<file path="config.mk">
export PLATFORM = sky130hd
export DESIGN_NAME = mem_arbiter
export DESIGN_NICKNAME = d
export VERILOG_FILES = /design/src/rtl/mem_arbiter.sv
export SDC_FILE = /design/constraint.sdc
export NUM_CORES = 1
export LEC_CHECK = 0
export CORE_AREA = 10 10 201 203
export DETAILED_ROUTE_END_ITERATION = 8
export DIE_AREA = 0 0 211 213
export PLACE_DENSITY = 0.66
export SLEW_MARGIN = 5
export SYNTH_ARGS = -nofsm -noshare
export SYNTH_HDL_FRONTEND = slang
export SYNTH_SLANG_ARGS = --single-unit
</file>
<file path="constraint.sdc">
create_clock -name clk -period 11.75 [get_ports clk]
set_input_delay 1.175 -clock clk [delete_from_list [all_inputs] [get_ports clk]]
set_output_delay 1.175 -clock clk [all_outputs]
set_load 0.005 [all_outputs]
</file>
<file path="src/rtl/mem_arbiter.sv">
// Arbitrates NUM_CH requesters onto one memory port (round-robin or fixed priority, with bus lock).
// Latency: grant -> mem_execute same cycle as req_ready; rsp_valid >= 3 cycles after req_ready.
// Backpressure: no grant while mem_ready=0 in IDLE; one command outstanding at a time.
module mem_arbiter #(
    parameter int NUM_CH = 5,
    parameter int ADDR_W = 10,
    parameter int DATA_W = 64,
    parameter int MODE   = 0
) (
    input  logic                       clk,
    input  logic                       rst,
    input  logic [NUM_CH-1:0]          req_valid,
    input  logic [NUM_CH-1:0]          req_lock,
    input  logic [2*NUM_CH-1:0]        req_func,
    input  logic [ADDR_W*NUM_CH-1:0]   req_addr1,
    input  logic [ADDR_W*NUM_CH-1:0]   req_addr2,
    input  logic [DATA_W*NUM_CH-1:0]   req_wdata,
    output logic [NUM_CH-1:0]          req_ready,
    output logic [NUM_CH-1:0]          rsp_valid,
    output logic [2:0]                 owner,
    output logic                       mem_execute,
    output logic [1:0]                 mem_func,
    output logic [ADDR_W-1:0]          mem_address1,
    output logic [ADDR_W-1:0]          mem_address2,
    output logic [DATA_W-1:0]          mem_write_data,
    input  logic                       mem_ready
);

    localparam int IDX_W = (NUM_CH > 1) ? $clog2(NUM_CH) : 1;

    typedef enum logic [1:0] {IDLE, ISSUE, BUSY, DONE} state_t;

    typedef struct packed {
        logic [1:0]        func;
        logic [ADDR_W-1:0] addr1;
        logic [ADDR_W-1:0] addr2;
        logic [DATA_W-1:0] wdata;
    } cmd_t;

    state_t            state_q;
    logic [IDX_W-1:0]  rr_q;
    logic [IDX_W-1:0]  owner_q;
    logic              locked_q;
    logic              busy_first_q;
    logic [NUM_CH-1:0] req_ready_q;
    logic [NUM_CH-1:0] rsp_valid_q;
    logic              mem_execute_q;
    cmd_t              cmd_q;

    logic [NUM_CH-1:0] elig;
    logic              gnt_vld;
    logic [IDX_W-1:0]  gnt_idx;
    logic [IDX_W-1:0]  rr_d;
    cmd_t              gnt_cmd;

    // A held lock narrows eligibility to the current owner only.
    always_comb begin
        elig = req_valid;
        if (locked_q && req_lock[owner_q]) begin
            elig = req_valid & (NUM_CH'(1) << owner_q);
        end
    end

    always_comb begin
        int c;
        c       = 0;
        gnt_vld = 1'b0;
        gnt_idx = '0;
        for (int k = 0; k < NUM_CH; k++) begin
            c = (MODE == 1) ? k : int'(rr_q) + k;
            if (c >= NUM_CH) begin
                c = c - NUM_CH;
            end
            if (!gnt_vld && elig[IDX_W'(c)]) begin
                gnt_vld = 1'b1;
                gnt_idx = IDX_W'(c);
            end
        end
    end

    always_comb begin
        gnt_cmd = '0;
        for (int k = 0; k < NUM_CH; k++) begin
            if (gnt_idx == IDX_W'(k)) begin
                gnt_cmd.func  = req_func[2*k +: 2];
                gnt_cmd.addr1 = req_addr1[ADDR_W*k +: ADDR_W];
                gnt_cmd.addr2 = req_addr2[ADDR_W*k +: ADDR_W];
                gnt_cmd.wdata = req_wdata[DATA_W*k +: DATA_W];
            end
        end
    end

    assign rr_d = (gnt_idx == IDX_W'(NUM_CH - 1)) ? '0 : gnt_idx + 1'b1;

    always_ff @(posedge clk or posedge rst) begin
        if (rst) begin
            state_q       <= IDLE;
            rr_q          <= '0;
            owner_q       <= '0;
            locked_q      <= 1'b0;
            busy_first_q  <= 1'b0;
            req_ready_q   <= '0;
            rsp_valid_q   <= '0;
            mem_execute_q <= 1'b0;
            cmd_q         <= '0;
        end else begin
            req_ready_q   <= '0;
            rsp_valid_q   <= '0;
            mem_execute_q <= 1'b0;
            case (state_q)
                IDLE: begin
                    if (locked_q && !req_lock[owner_q]) begin
                        locked_q <= 1'b0;
                    end
                    if (mem_ready && gnt_vld) begin
                        req_ready_q   <= NUM_CH'(1) << gnt_idx;
                        owner_q       <= gnt_idx;
                        cmd_q         <= gnt_cmd;
                        mem_execute_q <= 1'b1;
                        if (MODE == 0) begin
                            rr_q <= rr_d;
                        end
                        state_q <= ISSUE;
                    end
                end
                ISSUE: begin
                    busy_first_q <= 1'b1;
                    state_q      <= BUSY;
                end
                BUSY: begin
                    // The memory may not have dropped mem_ready yet in the first busy cycle.
                    busy_first_q <= 1'b0;
                    if (!busy_first_q && mem_ready) begin
                        rsp_valid_q[owner_q] <= 1'b1;
                        state_q              <= DONE;
                    end
                end
                DONE: begin
                    locked_q    <= req_lock[owner_q];
                    cmd_q.func  <= '0;
                    cmd_q.wdata <= '0;
                    state_q     <= IDLE;
                end
                default: state_q <= IDLE;
            endcase
        end
    end

    assign req_ready      = req_ready_q;
    assign rsp_valid      = rsp_valid_q;
    assign owner          = 3'(owner_q);
    assign mem_execute    = mem_execute_q;
    assign mem_func       = cmd_q.func;
    assign mem_address1   = cmd_q.addr1;
    assign mem_address2   = cmd_q.addr2;
    assign mem_write_data = cmd_q.wdata;

endmodule

</file>
==> out/qor.txt, run 1 <==
Post-cts hold buffer count - 0
Final setup viols - 0
Status - complete, no violations
Warnings, synthesis - 0
Clock sinks - 107
Area of the core - 36260 um^2
Yosys reg bits - 107
Worst-margin pin slew - 1137 ps
Layout cells sized above 1 - 5.400%
WHS - 477.8 ps
Post-CTS Setup Repair Bufs - 0
Slowest Stage Delay on Critical Path - 850 ps
Worst R2R Path Depth - 22
DRT Pass-1 Iters - 7
Clock-pin slew on the worst setup and hold paths - 80 ps
DRC viols - 0
Number of flops mapped to enable cells by yosys - 0
Async SR Flop Fraction - 100.0%
Die Width - 211 um
Final worst path period need - 7348 ps
CP Class - reg2reg
Worst clock skew - 12.22 ps
Hold wc startpoint - mem_write_data[50]
Most common cell after layout, fill and taps aside - clkdlybuf4s50_1
Post-CTS sizing - 0
CP endpoint kind - register
DRT Wirelength - 50220 um
WL/cell - 24.93 um
Final Max Slew Viols - 0
Yosys top cell area share - 31.68%
Hold Vio Cnt, Final - 0
PortBufs - 542
Avg Cell Area, Syn - 7.877 um^2
Max Cap Viol - 0
GRT Overall Usage - 21.13%
Detailed placer's ending HPWL - 39360 um
Num ports - 543
Startpoint Class - register
CP arrival - 7640 ps
Slowest cell on crit path - dfrtp_1
RSZ-0062 raised after global routing - no
Longest Clk Path Bufs - 2
FF-to-FF End - mem_address1[7]
Relative slew slack - 24.19%
CTS tree - yes
Via Count - 10630
Layout area overhead - 71.40%
Crit path from - rr_q[0]
Top cells by area, synth - dfrtp_1 32%, a22oi_1 7.7%, nand2_1 6.5%, nor2_1 6.5%, a221oi_1 6.0%
Root buffer selected by CTS - clkbuf_16
CP cell instances - inv_2, ha_1, ha_1, a2111oi_1, a21o_1, a41oi_2, a32oi_2, mux2_2, mux2i_1, mux2i_1, a22oi_1, ha_1, inv_1, nor2_4, buf_4, a22oi_1, nor2_1, a21oi_1, nor2_1, a21oi_1, a2bb2oi_1, a21oi_1
Synth Cell Area - 8452 um^2
Reg-to-Reg Start - rr_q[0]
Initial antenna violation count - 17
Fin crit share - 62.54%
Worst Path Max Fanout - 57
Setup TNS - 0 ps
H-tree Lvls - 3
Worst setup endpoint - mem_address1[7]
FF-to-FF setup slack - 4400 ps
Initial drt markers - 951
Most frequent cells in the layout - 542 x clkdlybuf4s50_1, 147 x nand2_1, 145 x nor2_1, 107 x dfrtp_1, 87 x a22oi_1
Cell count after synthesis - 1073
Netlist cell types - 76
Largest net degree at the start of global routing - 111
Fmax - 0.1361 GHz
Required @ worst endpoint - 12040 ps
Most area-hungry cell type in the Yosys netlist - dfrtp_1
Register area share after synthesis - 31.68%
Initial core utilization - 23.31%
Num CTS Buffers - 9
Fin nets - 1992
RD Place Congestion - 0.9435
DRT antenna net count - 0
Height of the die - 213 um
Top_reg_cell synth - dfrtp_1
Die area - 44940 um^2
First-pass GRT wire length - 71930 um
Latest clock arrival within the worst-skew pair - 380 ps
GRT overflow - 0
Vias per cell - 5.276
Hold Path Class - reg2reg
Row cnt - 70
Vias in the first global route - 10870
Synthesized Nets - 1533
## final cells by class
class                           count  area, um^2
Clock buffer                       11       252.7
Clock inverter                      5       45.04
Sequential cell                   107        2678
Fill cell                        3716       21770
Timing Repair Buffer              554        5515
Tap cell                          468       585.6
Inverter                           19       73.82
Multi-Input combinational cell    841        5314
Antenna cell                        9       22.52
## logic make-up (layout without fill, tap and decap cells)
family                     count (synthesis)  after routing  synth area share (%)
and+or+nand+nor                          357            357                 17.71
buffers and inverters                    125            589                 6.499
xor gates and xnor gates                   6              6                0.6218
adders and majority gates                 17             17                 2.605
AOI/OAI and AO/OA                        446            446                 38.96
other                                      0              9                     0
DFF                                      107            107                 31.68
muxes                                     15             15                 1.924
## synth_stat cells (all sizes together) (3+ instances only)
cell and n:
nor2 148, nand2 147, dfrtp 107, a22oi 87, o21ai 83, a21oi 72
a221oi 68, o31ai 66, clkbuf 65, buf 41, a2bb2oi 21, inv 18
ha 16, nor3 12, mux2i 11, a211oi 7, and3 7, nand3 7
a31oi 6, nand4 6, xnor2 6, nand2b 5, nor2b 5, a21o 4
and2 4, mux2 4, o2bb2ai 4, a31o 3, nand3b 3, nor3b 3
nor4 3, o21a 3, o221ai 3, or2 3
## worst min path at each step
stage | to | slack (ps) | cells after the start
after floorplan | mem_func[0] | 470 | 2
after global placement | mem_write_data[50] | 460 | 2
after detailed placement | mem_write_data[34] | 460 | 2
after CTS | mem_write_data[24] | 480 | 2
after global routing | mem_write_data[45] | 500 | 2
final | mem_write_data[50] | 480 | 2
## metrics by stage
step	setup slack (ps)	area [um^2]	cells	util (%)
final	4402	14490	2014	39.95
after global routing	3908	14490	2014	39.95
after CTS	4445	14460	2005	39.89
after detailed placement	4477	14170	1989	39.07
after global placement	4680	14170	1989	39.07
after floorplan	6730	8452	1073	-
## registers in the layout, summed over array words and instances, names as in the netlist, 2 cells and up
signal / cells
mem_write_data: 64
rr_q: 3
owner: 3
req_ready: 5
rsp_valid: 5
mem_func: 2
mem_address2: 10
state_q: 2
mem_address1: 10
## routing by layer
| metal | global-route usage, % | share of wire (%) | vias up |
|---|---|---|---|
| li1 | - | - | 4938 |
| met1 | 24.61 | 38 | 5149 |
| met2 | 35.96 | 51 | 459 |
| met3 | 6.320 | 7.9 | 67 |
| met4 | 7.692 | 2.4 | 12 |
| met5 | 0 | 0.18 | - |
## worst max-delay path, delay by kind of cell (launching register included)
| family | cells | cell delay [ps] |
|---|---|---|
| buffers and inverters | 3 | 1150 |
| adders and majority gates | 3 | 1000 |
| AOI/OAI and AO/OA | 10 | 2510 |
| muxes | 3 | 650 |
| and+or+nand+nor | 3 | 980 |
| DFF | 1 | 850 |
Power of run 1 is not shown: default switching activity piles up to over one toggle a cycle in this logic, so the estimate is an artifact.
==> inputs of run 2 (changes only) <==
--- a/config.mk
+++ b/config.mk
@@ -5,9 +5,9 @@
 export SDC_FILE = /design/constraint.sdc
 export NUM_CORES = 1
 export LEC_CHECK = 0
-export CORE_AREA = 10 10 201 203
+export CORE_AREA = 10 10 200 202
 export DETAILED_ROUTE_END_ITERATION = 8
-export DIE_AREA = 0 0 211 213
+export DIE_AREA = 0 0 210 212
 export PLACE_DENSITY = 0.66
 export SLEW_MARGIN = 5
 export SYNTH_ARGS = -nofsm -noshare
==> constraint.sdc (replaced) <==
create_clock -name clk -period 7.05 [get_ports clk]
set_input_delay 0.705 -clock clk [delete_from_list [all_inputs] [get_ports clk]]
set_output_delay 0.705 -clock clk [all_outputs]
set_load 0.005 [all_outputs]
==> out/qor.txt, run 2 (same netlist as run 1, synthesis figures left out) <==
Slowest Stage Delay on Critical Path - 700 ps (-150 ps)
RSZ-0062 raised after global routing - no
Layout area overhead - 72.44%
Longest Clk Path Bufs - 2 (unchanged)
Fin crit share - 84.27% (+22 points)
Filler cells - 3719 (+0.081%)
Max Cap Viol - 0 (unchanged)
GRT overflow - 0 (unchanged)
Worst clock skew - 9.121 ps (-3.096 ps)
First-pass GRT wire length - 72710 um (+1.1%)
Root buffer selected by CTS - clkbuf_16
Via Count - 10700 (+0.72%)
Num ports - 543 (unchanged)
H-tree Lvls - 3 (unchanged)
Worst Path Max Fanout - 34 (-40%)
Height of the die - 212 um (-0.47%)
DRC viols - 0 (unchanged)
Layout cells sized above 1 - 5.825% (+0.43 points)
Hold wc startpoint - mem_write_data[49]
Post-CTS sizing - 0 (unchanged)
Startpoint Class - register
WL/cell - 24.73 um (-0.82%)
Post-cts hold buffer count - 0 (unchanged)
Required @ worst endpoint - 7310 ps (-4730 ps)
Num CTS Buffers - 9 (unchanged)
Most common cell after layout, fill and taps aside - clkdlybuf4s50_1
Latest clock arrival within the worst-skew pair - 360 ps (-20 ps)
DRT antenna net count - 0 (unchanged)
Hold Vio Cnt, Final - 0 (unchanged)
Max FFs per register - 64 (unchanged)
DRT Wirelength - 49930 um (-0.57%)
CP arrival - 6200 ps (-1440 ps)
CP Class - reg2reg
Area of the core - 36080 um^2 (-0.48%)
Relative slew slack - 35.94% (+12 points)
CTS tree - yes
Detailed placer's ending HPWL - 39070 um (-0.74%)
DRT Pass-1 Iters - 5 (-2)
Reg-to-Reg Start - rr_q[2]
Setup TNS - 0 ps (unchanged)
Most frequent cells in the layout - 542 x clkdlybuf4s50_1, 147 x nand2_1, 145 x nor2_1, 107 x dfrtp_1, 87 x a22oi_1
WP buf/inv - 2 (-1)
Clock-pin slew on the worst setup and hold paths - 80 ps (about the same)
GRT Overall Usage - 21.14% (about the same)
Worst-margin pin slew - 960.9 ps (-176.3 ps)
Final worst path period need - 5941 ps (-1407 ps)
Status - complete, no violations
Hold Path Class - reg2reg
Post-CTS Setup Repair Bufs - 0 (unchanged)
Clock sinks - 107 (unchanged)
Vias in the first global route - 10820 (-0.52%)
Final worst setup slack - 1109 ps (-3293 ps)
Fmax - 0.1683 GHz (+24%)
Top delay family on crit path - compound AO/OA/AOI/OAI gates
Die area - 44520 um^2 (-0.94%)
RD Place Congestion - 0.9604 (+1.8%)
Die Width - 210 um (-0.47%)
Final setup viols - 0 (unchanged)
Initial core utilization - 23.42% (+0.11 points)
Largest net degree at the start of global routing - 84 (-24%)
Final Max Slew Viols - 0 (unchanged)
Initial antenna violation count - 8 (-9)
Fin nets - 2000 (+0.40%)
Crit path from - rr_q[2]
Place WS - 1179 ps (-3298 ps)
Initial drt markers - 889 (-6.5%)
Row cnt - 70 (unchanged)
PortBufs - 542 (unchanged)
Vias per cell - 5.301 (+0.48%)
CP cell instances - inv_1, ha_1, a2111oi_1, a21o_1, a41oi_2, a32oi_2, mux2_2, mux2i_1, mux2i_1, a22oi_1, ha_4, buf_4, a22oi_1, o21ai_0, a221oi_1, o31ai_1
CP endpoint kind - register
Slowest cell on crit path - dfrtp_1
-- run 2: cell count changes in the layout (fill, tap and decap cells not counted) --
| cell | before | now |
|---|---|---|
| nand2b_2 | 1 | 0 |
| inv_8 | 1 | 0 |
| buf_4 | 12 | 17 |
| diode_2 | 9 | 6 |
| clkbuf_1 | 0 | 1 |
| nand2b_4 | 0 | 1 |
| buf_12 | 0 | 3 |
-- run 2: routing by layer --
layer / wire, um / GRT usage, % / vias to the layer above / part of all wire, %
met1: 19640 / 25.20 / 5230 / 39
met2: 25770 / 37.13 / 493 / 52
met5: 13 / 0 / - / 0.026
li1: - / - / 4945 / -
met4: 531 / 4.614 / 2 / 1.1
met3: 3972 / 5.664 / 32 / 8.0
-- run 2: worst paths after layout --
kind,to,slack [ps],cells past startpoint
min,mem_write_data[49],480,2
max,mem_write_data[32],1110,16
min reg2reg,mem_write_data[49],480,2
max in group asynchronous,mem_write_data[32],4990,3
max reg2reg,mem_write_data[32],1110,16
min in group asynchronous,state_q[0],840,2
-- run 2: final cells by class --
class,count,area [um^2],share of cell area [%]
Timing Repair Buffer,562,5613,38.51
Antenna cell,6,15.01,0.1030
Sequential cell,107,2678,18.37
Clock buffer,12,256.5,1.760
Tap cell,468,585.6,4.018
Multi-Input combinational cell,841,5319,36.50
Inverter,19,73.82,0.5065
Clock inverter,4,33.78,0.2318
-- run 2: tightest hold or removal path: stages, from the launching register on --
cell and delay (ps):
dfrtp_1 340, nand2_1 50, o31ai_1 50
-- run 2: per-stage QoR --
stage | hold WS [ps] | area [um^2] | std cells | util (%)
6_report | 482.0 | 14570 | 2019 | 40.39
5_1_grt | 510.7 | 14570 | 2019 | 40.39
4_1_cts | 483.6 | 14560 | 2013 | 40.35
3_5_place_dp | 464.8 | 14270 | 1997 | 39.54
3_3_place_gp | 459.8 | 14270 | 1997 | 39.54
2_1_floorplan | 472.6 | 8452 | 1073 | -
Power of run 2 is left out for the same reason.
